File: config.mk
export PLATFORM = sky130hd
export DESIGN_NAME = led_bank_pwm_flat
export DESIGN_NICKNAME = d
export VERILOG_FILES = /design/src/rtl/led_bank_pwm_if.sv /design/src/rtl/led_bank_pwm.sv /design/src/flat_wrapper.sv
export SDC_FILE = /design/constraint.sdc
export NUM_CORES = 1
export LEC_CHECK = 0
export CAP_MARGIN = 20
export CORE_ASPECT_RATIO = 0.5
export CORE_MARGIN = 2
export CORE_UTILIZATION = 46
export DETAILED_ROUTE_END_ITERATION = 8
export HOLD_SLACK_MARGIN = 0.08
export PLACE_DENSITY = 0.71
export SETUP_SLACK_MARGIN = 0.15
export SLEW_MARGIN = 10
export SYNTH_ARGS = -nofsm -noshare
export SYNTH_HDL_FRONTEND = slang
export SYNTH_SLANG_ARGS = --single-unit
File: constraint.sdc
create_clock -name clk -period 6.65 [get_ports clk]
set_input_delay 1.995 -clock clk [delete_from_list [all_inputs] [get_ports clk]]
set_output_delay 1.995 -clock clk [all_outputs]
set_load 0.02 [all_outputs]
File: src/rtl/led_bank_pwm_if.sv
// Write port of the LED bank: single-cycle strobe with a ready qualifier.
// The writer owns wr_en/wr_idx/wr_mode/wr_duty; the LED bank owns wr_ready.
interface led_bank_pwm_if #(
  parameter int unsigned NUM_LEDS = 8,
  parameter int unsigned PWM_BITS = 8
);
  localparam int unsigned IdxW = (NUM_LEDS > 1) ? $clog2(NUM_LEDS) : 1;

  logic                wr_en;
  logic [IdxW-1:0]     wr_idx;
  logic [1:0]          wr_mode;
  logic [PWM_BITS-1:0] wr_duty;
  logic                wr_ready;

  modport master (
    output wr_en,
    output wr_idx,
    output wr_mode,
    output wr_duty,
    input  wr_ready
  );

  modport slave (
    input  wr_en,
    input  wr_idx,
    input  wr_mode,
    input  wr_duty,
    output wr_ready
  );
endinterface

File: src/rtl/led_bank_pwm.sv
// Multi-channel LED driver with OFF/ON/PWM/BLINK modes per channel.
// Writes land in shadow registers and take effect only at PWM frame boundaries.
module led_bank_pwm #(
  parameter int unsigned NUM_LEDS     = 8,
  parameter int unsigned PWM_BITS     = 8,
  parameter int unsigned PRESCALE     = 4,
  parameter int unsigned BLINK_FRAMES = 32
) (
  input  logic                clk,
  input  logic                rst_n,
  led_bank_pwm_if.slave       wr,
  output logic [NUM_LEDS-1:0] led,
  output logic                frame_pulse
);

  localparam int unsigned IdxW = (NUM_LEDS > 1) ? $clog2(NUM_LEDS) : 1;
  localparam int unsigned PreW = (PRESCALE > 1) ? $clog2(PRESCALE) : 1;
  localparam int unsigned BlkW = (BLINK_FRAMES > 1) ? $clog2(BLINK_FRAMES) : 1;

  typedef enum logic [1:0] {
    ModeOff   = 2'd0,
    ModeOn    = 2'd1,
    ModePwm   = 2'd2,
    ModeBlink = 2'd3
  } mode_e;

  logic [PreW-1:0]     r_pre_cnt;
  logic [PWM_BITS-1:0] r_pwm_cnt;
  logic [BlkW-1:0]     r_blink_cnt;
  logic                r_blink_phase;
  logic                r_frame_pulse;
  logic [NUM_LEDS-1:0] r_led;

  mode_e               r_sh_mode  [NUM_LEDS];
  logic [PWM_BITS-1:0] r_sh_duty  [NUM_LEDS];
  mode_e               r_act_mode [NUM_LEDS];
  logic [PWM_BITS-1:0] r_act_duty [NUM_LEDS];

  logic                w_tick;
  logic                w_frame_end;
  logic                w_wr_accept;
  logic [NUM_LEDS-1:0] w_led_d;

  assign w_tick      = (r_pre_cnt == PreW'(PRESCALE - 1));
  assign w_frame_end = w_tick && (r_pwm_cnt == {PWM_BITS{1'b1}});
  assign w_wr_accept = wr.wr_en && wr.wr_ready;

  assign wr.wr_ready = ~w_frame_end;
  assign led         = r_led;
  assign frame_pulse = r_frame_pulse;

  always_ff @(posedge clk or negedge rst_n) begin
    if (!rst_n) begin
      r_pre_cnt     <= '0;
      r_pwm_cnt     <= '0;
      r_blink_cnt   <= '0;
      r_blink_phase <= 1'b0;
      r_frame_pulse <= 1'b0;
      r_led         <= '0;
    end else begin
      r_pre_cnt     <= w_tick ? '0 : r_pre_cnt + 1'b1;
      r_frame_pulse <= w_frame_end;
      r_led         <= w_led_d;
      if (w_tick) begin
        r_pwm_cnt <= r_pwm_cnt + 1'b1;
      end
      if (w_frame_end) begin
        if (r_blink_cnt == BlkW'(BLINK_FRAMES - 1)) begin
          r_blink_cnt   <= '0;
          r_blink_phase <= ~r_blink_phase;
        end else begin
          r_blink_cnt <= r_blink_cnt + 1'b1;
        end
      end
    end
  end

  // Index compare per channel: indices >= NUM_LEDS match nothing and are dropped.
  always_ff @(posedge clk or negedge rst_n) begin
    if (!rst_n) begin
      for (int i = 0; i < NUM_LEDS; i++) begin
        r_sh_mode[i]  <= ModeOff;
        r_sh_duty[i]  <= '0;
        r_act_mode[i] <= ModeOff;
        r_act_duty[i] <= '0;
      end
    end else begin
      for (int i = 0; i < NUM_LEDS; i++) begin
        if (w_wr_accept && (wr.wr_idx == IdxW'(i))) begin
          r_sh_mode[i] <= mode_e'(wr.wr_mode);
          r_sh_duty[i] <= wr.wr_duty;
        end
        if (w_frame_end) begin
          r_act_mode[i] <= r_sh_mode[i];
          r_act_duty[i] <= r_sh_duty[i];
        end
      end
    end
  end

  always_comb begin
    w_led_d = '0;
    for (int i = 0; i < NUM_LEDS; i++) begin
      unique case (r_act_mode[i])
        ModeOff:   w_led_d[i] = 1'b0;
        ModeOn:    w_led_d[i] = 1'b1;
        ModePwm:   w_led_d[i] = (r_pwm_cnt < r_act_duty[i]);
        ModeBlink: w_led_d[i] = r_blink_phase && (r_pwm_cnt < r_act_duty[i]);
      endcase
    end
  end

endmodule

File: src/flat_wrapper.sv
// flat-port wrapper written by rule: the top's interface ports become plain ports
module led_bank_pwm_flat 
#(
  parameter int unsigned NUM_LEDS     = 8,
  parameter int unsigned PWM_BITS     = 8,
  parameter int unsigned PRESCALE     = 4,
  parameter int unsigned BLINK_FRAMES = 32
)
  (clk, rst_n, led, frame_pulse, wr_wr_en, wr_wr_idx, wr_wr_mode, wr_wr_duty, wr_wr_ready);
  led_bank_pwm_if #(.NUM_LEDS(NUM_LEDS), .PWM_BITS(PWM_BITS)) wr_i ();
  input  logic clk;
  input  logic rst_n;
  output logic [NUM_LEDS-1:0] led;
  output logic frame_pulse;
  input wire logic [$bits(wr_i.wr_en)-1:0] wr_wr_en;
  input wire logic [$bits(wr_i.wr_idx)-1:0] wr_wr_idx;
  input wire logic [$bits(wr_i.wr_mode)-1:0] wr_wr_mode;
  input wire logic [$bits(wr_i.wr_duty)-1:0] wr_wr_duty;
  output wire logic [$bits(wr_i.wr_ready)-1:0] wr_wr_ready;
  assign wr_i.wr_en = wr_wr_en;
  assign wr_i.wr_idx = wr_wr_idx;
  assign wr_i.wr_mode = wr_wr_mode;
  assign wr_i.wr_duty = wr_wr_duty;
  assign wr_wr_ready = wr_i.wr_ready;
  led_bank_pwm #(.NUM_LEDS(NUM_LEDS), .PWM_BITS(PWM_BITS), .PRESCALE(PRESCALE), .BLINK_FRAMES(BLINK_FRAMES)) u_core (.clk(clk), .rst_n(rst_n), .wr(wr_i), .led(led), .frame_pulse(frame_pulse));
endmodule
==> results.toml <==
[pwr]
total_power_mw = 2.42
powerDensity_nw_per_um2 = 258
ir_drop_mv = 0.188
leakage_nw = 4.33

[synth]
yosysMostFrequentCell = "dfrtp_1"
synthTopCellsByArea = "dfrtp_1 (55%), mux2_2 (11%), ha_1 (8.9%)"
ys_seq_elements = 185
yosysSeqAreaShare = 0.551
synth_nets = 826
avgSynthCellArea_um2 = 11.2
synth_top_cell_area_share = 0.551
synth_area_um2 = 8400
yosys-top-cells-count = "dfrtp_1 (185), nand2_1 (140), mux2_2 (81)"
synth_edf_count = 0
synth_top_area_cell = "dfrtp_1"
synth_ff_type = "dfrtp_1"
async_flop_share = 1.00
synth_cells = 750
yosys_warnings = 0
netlist-cell-type-count = 36

[sta]
rsz0062_at_grt = "no"
setup_violations = 0
skew_ns = 0.0137
setup_tns_ns = 0
slew_headroom = 0.394
final_max_slew_viol_count = 0
hold_viol = 0
finalCritPeriodShare = 0.675
tightest_slew_ns = 0.909
clock.fmax_ghz = 0.223
final.min_clock_period_ns = 4.49

[clock_network]
clk_pin_slew_ns = 0.07
cts_hold_buf = 0
cts_buffer_depth = 2
cts_buffers = 17
h-tree-depth = 4
cts_setup_buffers = 0
clk_latency_ns = 0.42
cts_root_buf = "clkbuf_16"
numClockSinks = 185
cts.repair.resized = 0
cts_tree = "yes"

[routing]
ant_nets = 0
avgRoutedWirePerCell_um = 17.6
drc = 0
drt_iter0_markers = 330
wirelength_um = 18000
drt_first_pass_iters = 4
via_count = 5450
drt-vias-per-instance = 5.35

[layout]
drive_gt1_frac = 0.161
syn_to_final_growth_pct = 11.9
n_antenna_cell = 0
fin_nets = 848
final_util = 0.534
n_fill_cell = 1522

[hold_path]
min_path_type = "reg -> reg"

[worst_setup_path]
critPathLaunchType = "flip-flop"
path_cells = "ha_1, nand2_1, or3_2, clkdlybuf4s50_1"
critPathCaptureType = "output pin"
cpPeakStageDelay_ns = 0.60
cp_max_fo = 11
worstSetupPathType = "reg -> out"
path_buf_inv = 1
worst_ep_required_time_ns = 4.66
cp_data_arrival_time_ns = 2.49
path_delay_family = "simple AND/OR/NAND/NOR gates"
slowest_stage = "dfrtp_1"

[global_route]
grt_use_total = 0.199
grt_max_degree = 76
antenna_found_initial = 0
gr-total-overflow = 0
grt_pass1_vias = 5558
grt_first_pass_wirelength_um = 29700

[die]
io-pin-count = 26
die_x_um = 195
initial_utilization = 0.477
coreArea_um2 = 17600
die_h_um = 99.6
die-area_um2 = 19400
rows = 34

[place]
dp.final_hpwl_um = 12000
place_congestion = 0.794
io_buffers = 25

[run]
maxCapViolations = 0

[outcome]
status = "complete, no violations"
sequential cells by signal, indices dropped and copies added (netlist names):
name	count
u_core.r_act_duty	64
u_core.r_sh_duty	64
u_core.r_act_mode	16
u_core.r_sh_mode	16
u_core.led	8
u_core.r_pwm_cnt	8
u_core.r_blink_cnt	5
u_core.r_pre_cnt	2
u_core.frame_pulse	1
u_core.r_blink_phase	1
layout by cell type (no fill, tap or decap), drive strengths merged, types with 8 or more instances in the layout:
cell type / netlist / routed
a211o: 8 / 8
a21oi: 22 / 22
a31oi: 8 / 8
clkbuf: 7 / 20
clkdlybuf4s50: 0 / 24
dfrtp: 185 / 185
ha: 60 / 60
inv: 59 / 65
mux2: 81 / 81
nand2: 140 / 140
nand4: 14 / 14
nor2: 20 / 20
nor2b: 11 / 11
nor3: 8 / 8
o211ai: 8 / 8
o21ai: 68 / 68
or3: 8 / 8
cell families (layout without fill, tap and decap cells):
| logic type | Yosys count | after routing | synth area share |
|---|---|---|---|
| xor+xnor | 8 | 8 | 0.00834 |
| simple gates | 216 | 216 | 0.121 |
| fa+ha+maj | 60 | 60 | 0.0894 |
| compound gates | 115 | 115 | 0.0762 |
| buf+inv | 85 | 120 | 0.0456 |
| flops | 185 | 185 | 0.551 |
| mux | 81 | 81 | 0.109 |
per-layer routing:
metal | routed length, um | part of all wire | track usage | vias up
met3 | 711 | 0.040 | 0.0363 | 9
li1 | - | - | - | 2597
met5 | 0 | 0 | 0 | -
met2 | 8190 | 0.46 | 0.315 | 79
met4 | 165 | 0.0092 | 0.0593 | 0
met1 | 8900 | 0.50 | 0.284 | 2765
stage by stage:
stage,area [um^2],cells,hold slack (ns),setup WS [ns]
after global routing,9400,1019,0.453,2.06
final,9400,1019,0.428,2.16
after CTS,9400,1019,0.431,2.16
after detailed placement,8820,987,0.418,2.49
after floorplan,8400,750,0.403,3.01
after global placement,8820,987,0.413,2.57
report_power, final:
| part | total, mW | internal [mW] | switching, mW | leakage [nW] |
|---|---|---|---|---|
| clock | 0.980 | 0.517 | 0.463 | 0.284 |
| sequential | 1.28 | 1.23 | 0.0528 | 2.41 |
| combinational | 0.159 | 0.0921 | 0.0673 | 1.64 |
cell type report:
cell class | instances | area (um^2) | share of cell area
Timing Repair Buffer | 29 | 284 | 0.0302
Multi-Input combinational cell | 480 | 3390 | 0.361
Clock inverter | 13 | 128 | 0.0136
Tap cell | 234 | 293 | 0.0311
Clock buffer | 19 | 453 | 0.0482
Inverter | 59 | 223 | 0.0237
Sequential cell | 185 | 4630 | 0.492
worst paths after layout:
path | from | end | slack (ns) | cells after the start
worst max-delay path | u_core.r_pwm_cnt[0]$_DFFE_PN0P_ | wr_wr_ready | 2.16 | 4
worst min-delay path | u_core.r_pre_cnt[0]$_DFF_PN0_ | u_core.r_pre_cnt[0]$_DFF_PN0_ | 0.43 | 1
worst max register to register | u_core.r_pwm_cnt[0]$_DFFE_PN0P_ | u_core.r_act_duty[13]$_DFFE_PN0P_ | 3.05 | 8
worst min register to register | u_core.r_pre_cnt[0]$_DFF_PN0_ | u_core.r_pre_cnt[0]$_DFF_PN0_ | 0.43 | 1
max in group asynchronous | rst_n | u_core.r_sh_duty[49]$_DFFE_PN0P_ | 3.75 | 2
min in group asynchronous | rst_n | u_core.r_sh_duty[24]$_DFFE_PN0P_ | 1.57 | 1
No activity file was read; power rests on OpenSTA's default activity.
